**src/rtl/mandelbrot_pixel_collector.sv**
```systemverilog
// mandelbrot_pixel_collector: issues per-pixel engine runs, captures iteration nibbles and streams them as bytes.
// Optional `PIXEL_PACK_EN packs two pixels per byte; otherwise each pixel gets its own byte.
`timescale 1ns/1ps
module mandelbrot_pixel_collector #(
    parameter int WIDTH  = 320,
    parameter int HEIGHT = 240,
    parameter int DEPTH  = 4
) (
    input  logic       clk,
    input  logic       rst_n,
    input  logic       frame_start,
    input  logic       frame_abort,
    output logic       busy,
    output logic       eng_run,
    input  logic       eng_running,
    input  logic       eng_finished,
    input  logic [3:0] eng_ctr,
    output logic [7:0] m_data,
    output logic       m_valid,
    input  logic       m_ready,
    output logic       m_sof,
    output logic       m_eol,
    output logic       frame_done,
    output logic       seq_error
);
    localparam int XW = WIDTH > 1 ? $clog2(WIDTH) : 1;
    localparam int HW = HEIGHT > 1 ? $clog2(HEIGHT) : 1;
    localparam int AW = $clog2(DEPTH);
    localparam logic [2:0] S_IDLE    = 3'd0;
    localparam logic [2:0] S_ISSUE   = 3'd1;
    localparam logic [2:0] S_ARM     = 3'd2;
    localparam logic [2:0] S_WAIT    = 3'd3;
    localparam logic [2:0] S_CAPTURE = 3'd4;

    logic [2:0]    state;
    logic [XW-1:0] x;
    logic [HW-1:0] y;
    logic          abort_q;
    logic [AW:0]   count;
    logic [AW-1:0] wr_ptr, rd_ptr;
    logic [9:0]    mem [DEPTH];
    logic          push, pop, room, last_x, last;
    logic          sof_d, eol_d;
    logic [7:0]    px_byte;

    assign last_x = x == XW'(WIDTH - 1);
    assign last   = last_x && y == HW'(HEIGHT - 1);
    // Only one pixel is ever in flight, so free space now is free space at capture.
    assign room   = count < (AW+1)'(DEPTH);
    assign pop    = m_valid && m_ready;
    assign eol_d  = last_x;

`ifdef PIXEL_PACK_EN
    logic [3:0] pack_lo;
    assign push    = state == S_CAPTURE && x[0];
    assign px_byte = {eng_ctr, pack_lo};
    assign sof_d   = x == XW'(1) && y == '0;
`else
    assign push    = state == S_CAPTURE;
    assign px_byte = {4'b0, eng_ctr};
    assign sof_d   = x == '0 && y == '0;
`endif

    assign m_valid = count != '0;
    assign m_data  = mem[rd_ptr][7:0];
    assign m_sof   = m_valid & mem[rd_ptr][9];
    assign m_eol   = m_valid & mem[rd_ptr][8];

    always_ff @(posedge clk or negedge rst_n) begin
        if (!rst_n) begin
            state      <= S_IDLE;
            x          <= '0;
            y          <= '0;
            abort_q    <= 1'b0;
            busy       <= 1'b0;
            eng_run    <= 1'b0;
            frame_done <= 1'b0;
            seq_error  <= 1'b0;
`ifdef PIXEL_PACK_EN
            pack_lo    <= '0;
`endif
        end else begin
            eng_run    <= 1'b0;
            frame_done <= 1'b0;
            if (busy && frame_abort) abort_q <= 1'b1;
            case (state)
                S_IDLE: if (frame_start && !frame_done) begin
                    x         <= '0;
                    y         <= '0;
                    seq_error <= 1'b0;
                    abort_q   <= 1'b0;
                    busy      <= 1'b1;
                    state     <= S_ISSUE;
`ifdef PIXEL_PACK_EN
                    pack_lo   <= '0;
`endif
                end
                S_ISSUE: if (abort_q) begin
                    busy    <= 1'b0;
                    abort_q <= 1'b0;
                    state   <= S_IDLE;
                end else if (room) begin
                    eng_run <= 1'b1;
                    state   <= S_ARM;
                end
                S_ARM:  if (eng_running) state <= S_WAIT;
                S_WAIT: if (!eng_running) state <= S_CAPTURE;
                S_CAPTURE: begin
`ifdef PIXEL_PACK_EN
                    if (!x[0]) pack_lo <= eng_ctr;
`endif
                    x <= last_x ? '0 : x + 1'b1;
                    if (last_x) y <= y + 1'b1;
                    if (last) begin
                        seq_error  <= seq_error | ~eng_finished;
                        frame_done <= 1'b1;
                        busy       <= 1'b0;
                        abort_q    <= 1'b0;
                        state      <= S_IDLE;
                    end else begin
                        if (eng_finished) seq_error <= 1'b1;
                        if (abort_q || frame_abort) begin
                            busy    <= 1'b0;
                            abort_q <= 1'b0;
                            state   <= S_IDLE;
                        end else begin
                            state <= S_ISSUE;
                        end
                    end
                end
                default: state <= S_IDLE;
            endcase
        end
    end

    always_ff @(posedge clk or negedge rst_n) begin
        if (!rst_n) begin
            wr_ptr <= '0;
            rd_ptr <= '0;
            count  <= '0;
            for (int i = 0; i < DEPTH; i++) mem[i] <= '0;
        end else begin
            if (push) begin
                mem[wr_ptr] <= {sof_d, eol_d, px_byte};
                wr_ptr      <= wr_ptr + 1'b1;
            end
            if (pop) rd_ptr <= rd_ptr + 1'b1;
            count <= count + (AW+1)'(push) - (AW+1)'(pop);
        end
    end
endmodule

```
**config.mk**
```make
export PLATFORM = sky130hd
export DESIGN_NAME = mandelbrot_pixel_collector
export DESIGN_NICKNAME = d
export VERILOG_FILES = /design/src/rtl/mandelbrot_pixel_collector.sv
export SDC_FILE = /design/constraint.sdc
export NUM_CORES = 1
export LEC_CHECK = 0
export ABC_AREA = 0
export CORE_MARGIN = 8
export CORE_UTILIZATION = 55
export DETAILED_ROUTE_END_ITERATION = 8
export PLACE_DENSITY = 0.79
export SLEW_MARGIN = 10
export SYNTH_ARGS = -nofsm -noshare
export SYNTH_HDL_FRONTEND = slang
export SYNTH_SLANG_ARGS = --single-unit
```
**constraint.sdc**
```tcl
create_clock -name clk -period 3.25 [get_ports clk]
set_clock_uncertainty 0.1 [all_clocks]
set_input_delay 0.4875 -clock clk [delete_from_list [all_inputs] [get_ports clk]]
set_output_delay 0.4875 -clock clk [all_outputs]
set_load 0.03 [all_outputs]
```
After elaboration in Yosys (flattened, before gate mapping):

Cells that the tools add are included.

* memories kept: 0
* bits of input ports: 11
* memory bits (writable): 0
* bits in read-only memories: 0
* register bits after elaboration: 72
* bits in latches: 0

* bitwise operators: 6
* eq/ne operators: 14
* shift operators: 0
* div/mod/pow operators: 0
* mux-type cells: 40
* multiply operators: 0
* $lt $le $gt $ge: 4
* reduce and logical (&&, ||, !) cells: 19
* $add $sub $neg: 6

Operators by type and width (count)
* 40-bit bitwise mux: 1
* 10-bit 2-to-1 mux: 3
* 10-bit binary-select mux with 2-bit select: 1
* 10-bit demux with 2-bit select: 1
* 1-bit 2-to-1 mux: 19
* 9-bit 2-to-1 mux: 2
* 9-bit case mux with 2 select lines: 1
* 8-bit 2-to-1 mux: 2
* 8-bit case mux with 2 select lines: 1
* 3-bit 2-to-1 mux: 5
* 3-bit case mux with 5 select lines: 1
* 9-bit by 1-bit adder with 9-bit output (second input constant): 1
* 9-bit equality test (second input constant): 1
* 9-bit logical NOT: 1
* 8-bit by 1-bit adder with 8-bit output (second input constant): 1
* 8-bit equality test (second input constant): 1
* 8-bit logical NOT: 1
* 2-bit != test (second input constant): 4
* 4-bit AND reduction: 2
* 3-bit by 2-bit equality test with 1-bit output (second input constant): 2
* 3-bit greater-or-equal comparator (second input constant): 2
* 1-bit logical AND: 6
* 2-bit NOT with 3-bit output: 2
* 1-bit case mux with 3 select lines: 2
* 22 further kinds: 26

Logic depth before layout (Yosys ltp):

* word-level depth: 6
* mapped depth: 7
* depth with buffers taken out: 7

Worst setup path after synthesis:

No wires, ideal clock.

* kind: register to register
* from: register count[1]
* to: register count[2]
* required time: 3027 ps
* stages on the path, launching flop included: 8
* path slack: 890 ps
* clock period less this slack: 2360 ps
* arrival time: 2138 ps
* cells stage by stage: dfrtp_1 > or3_1 > and2_1 > ha_1 > inv_1 > ha_1 > fa_1 > xnor2_1

* longest elaborated chain between the ends: 3

Ends and longest elaborated chain
* start: declaration: RTL line 39 `logic [AW:0] count;`
* start signal: assignment: RTL line 148 `count <= count + (AW+1)'(push) - (AW+1)'(pop);`
* 3-bit nonzero test: RTL line 64 `assign m_valid = count != '0;`
* via m_valid: RTL line 19 `output logic m_valid,`
* 1-bit logical AND: RTL line 50 `assign pop = m_valid && m_ready;`
* via pop: RTL line 42 `logic push, pop, room, last_x, last;`
* 3-bit by 1-bit subtractor with 3-bit output: RTL line 148

The timed path passes the listed nets, and every way through them passes these cells.
A chain may end at the register's enable or synchronous reset.

Final worst setup path:

* from: register rd_ptr[0]
* to: output m_eol

* longest elaborated chain between the ends: 5

Ends and longest elaborated chain
* start: declaration: RTL line 40 `logic [AW-1:0] wr_ptr, rd_ptr;`
* start signal: assignment: RTL line 147 `if (pop) rd_ptr <= rd_ptr + 1'b1;`
* 2-bit NOT with 3-bit output (implied by the code): RTL line 67 `assign m_eol = m_valid & mem[rd_ptr][8];`
* 10-bit binary-select mux with 2-bit select: RTL line 67
* 10-bit 2-to-1 mux (implied by the code) (2 in series): RTL line 67
* 1-bit AND: RTL line 67
* end: declaration: RTL line 22 `output logic m_eol,`

No other way between the ends. The select of a mux whose other input is x is not followed.

==> impl_metrics.ini <==
[grt]
grt_max_degree = 30
overflow = 0
grt_pass1_vias = 2134
grt_pass1_wl_um = 9940
grt_use_total = 0.162
antenna_found_initial = 0

[synth]
synthDistinctLibCells = 47
muxShareOfSynthArea = 0.117
synth_seq_area_share = 0.486
synth_compound_area_frac = 0.116
async_reset_ff_frac = 1.00
yosys_warnings = 0
synth_top_family_by_area = simple AND/OR/NAND/NOR gates
synth_top_area_frac = 0.486
synth_area_mm2 = 0.00288
ys_ff_latch = 56
synthCells = 265
synthTopCellsByArea = dfrtp_1 (49%), mux2_2 (7.0%), mux4_2 (4.7%)
synthSimpleGateAreaFrac = 0.162
yosys_most_used_dff = dfrtp_1
yosys.area.top_type = dfrtp_1
synth-adder-area-share = 0.0504
synth-edff-count = 0
syn_area_per_cell_um2 = 10.9
synth-xor-area-share = 0.0182

[final_layout]
area_growth_pct = 12.1
design_area_mm2 = 0.00323
drive_gt1_frac = 0.143
postLayoutCoreUtil = 0.636
antenna_cells = 0
nNetsFinal = 307

[power]
ir_worst_vdd_mv = 0.326
p_total_mw = 2.46
p_per_area_mw_per_mm2 = 761
leakagePower_nw = 1.38

[die]
rows = 26
ios = 26
core_mm2 = 0.00507
chipHeight_um = 88.4
fp.dieW_um = 88.4
start_util = 0.568
dieArea_mm2 = 0.00781

[critical_path]
reg2reg_from = count[1]$_DFF_PN0_
critPathArrivalTime_ns = 2.29
rrSetupSlack_ns = 0.94
cp-endpoint = m_eol
path_delay_family = flip-flops
cp_data_required_time_ns = 2.66
path_cells = mux4_2 > and2_1 > clkdlybuf4s50_1
start_kind = register
slowest_stage = dfrtp_1
crit_start = rd_ptr[0]$_DFFE_PN0P_
r2r_cells = 7
critPathMaxFanout = 8
crit_cells = 3
path_buf_inv = 1
endpoint_kind = output pin
critPathMaxStageDelay_ns = 0.63
rr_endpoint = count[2]$_DFF_PN0_
criticalPathCategory = register to output pin

[cts]
cts_root_buf = clkbuf_8
clk_transition_reported_paths_ns = 0.10
clock_latency_ns = 0.32
cts_tree = yes
h-tree-depth = 2
clock_sinks = 56
cts_buffers = 5
cts_buffer_depth = 2
ctsHoldBuffers = 0
cts_resized = 0
cts_setup_buffers = 0

[timing]
fin_tns_setup_ns = 0
finalMaxSlewViolations = 0
tightest_slew_ns = 0.891
finalHoldViolCount = 0
min_period_over_period = 0.886
setup_viol_count_final = 0
maxSlewHeadroom = 0.406
rsz0062_at_grt = no
hold_ws_ns = 0.0760
finalCriticalPeriod_ns = 2.88
fmax_ghz = 0.347

[route]
drt_wl_total_um = 5680
routedWlPerCell_um = 16.0
antenna_left = 0
drtIter0Drc = 96
dr_total_vias = 2044
drtPass1Iterations = 4
drcViolationCount = 0
wl_met3_um = 290
met1Wirelength_um = 2550
dr_wl_met2_um = 2760
highest_layer = met4
via_per_inst = 5.74

[min_path]
hold_class = input pin to async pin

[placed_design]
placed_cell_area_mm2 = 0.00312
dp.final_hpwl_um = 3920
portBuffers = 21
gp_congestion = 0.797

[job]
drv_cap = 0

[status]
status = complete, no violations
per-stage QoR:
step | worst slack [ns] | instances
floorplan | 0.890 | 268
global placement | 0.780 | 348
detailed placement | 0.700 | 348
CTS | 0.332 | 356
global route | 0.268 | 356
finish | 0.371 | 356
state kept, by name, summed over array words and instances, names as in the netlist:
register    flops
mem            24
x               9
y               8
count           3
state           3
rd_ptr          2
wr_ptr          2
abort_q         1
busy            1
eng_run         1
frame_done      1
seq_error       1
where the power goes:
group | switching, mW | internal, mW | total, mW
registers | 0.199 | 0.882 | 1.08
logic | 0.457 | 0.448 | 0.905
clock network | 0.237 | 0.233 | 0.470
total | 0.893 | 1.56 | 2.46
per-layer routing:
metal,vias to the layer above,GRT usage
met4,0,0.0584
met5,-,0
li1,984,-
met1,1013,0.206
met3,8,0.0409
met2,39,0.261
cell usage in the layout, fill, tap and decap left out, drive strengths merged, types with 5 or more instances in the layout:
| master | n |
|---|---|
| mux2 | 18 |
| nor2 | 12 |
| o21ai | 23 |
| dfrtp | 56 |
| ha | 10 |
| nand2 | 29 |
| or4 | 7 |
| o31ai | 7 |
| inv | 14 |
| mux4 | 6 |
| nand3 | 5 |
| clkdlybuf4s50 | 20 |
| clkbuf | 6 |
| a21oi | 14 |
kinds of logic (layout without fill, tap and decap cells):
family / Yosys count / after routing
mux: 24 / 24
buf+inv: 27 / 45
xor+xnor: 6 / 6
other cells: 1 / 4
compound gates: 56 / 56
fa+ha+maj: 11 / 11
flops: 56 / 56
simple gates: 84 / 84
synthesized netlist by cell type (3+ instances only):
cell type	count
buf_4	4
a21o_1	3
nor4_1	3
nor3_1	3
ha_1	10
xnor2_1	4
and2_1	3
inv_1	12
buf_2	6
mux2_2	18
a21oi_1	13
and4_1	3
nand2_1	29
dfrtp_1	56
or4_1	7
nor2_1	12
o31ai_1	7
nand3_1	5
nand4_1	4
mux4_2	6
o21ai_1	3
o21ai_0	20
final cells by class:
cell class                 count  area, um2
sequential                    56       1400
clock inverter                 2       38.8
inverter                      13       48.8
timing repair buffer          24        228
tap                           70       87.6
clock buffer                   6       72.6
fill                         416       1850
multi-input combinational    185       1350
how the worst min path moves through the flow:
stage               cells after the start                start                  end
floorplan                               0                rst_n    abort_q$_DFF_PN0_
global placement                        2  mem[39]$_DFFE_PN0P_  mem[39]$_DFFE_PN0P_
detailed placement                      2  mem[18]$_DFFE_PN0P_  mem[18]$_DFFE_PN0P_
CTS                                     1                rst_n  mem[30]$_DFFE_PN0P_
global route                            1                rst_n  mem[10]$_DFFE_PN0P_
finish                                  1                rst_n  mem[32]$_DFFE_PN0P_
worst reg2reg max path, cell delays in order, from the launching register on:
cell and delay (ns):
dfrtp_1 0.41, or3_1 0.44, and2_1 0.24, ha_1 0.29
inv_1 0.04, ha_1 0.18, fa_1 0.37, xnor2_1 0.13
Note: power is estimated with default switching activity, not from simulation.
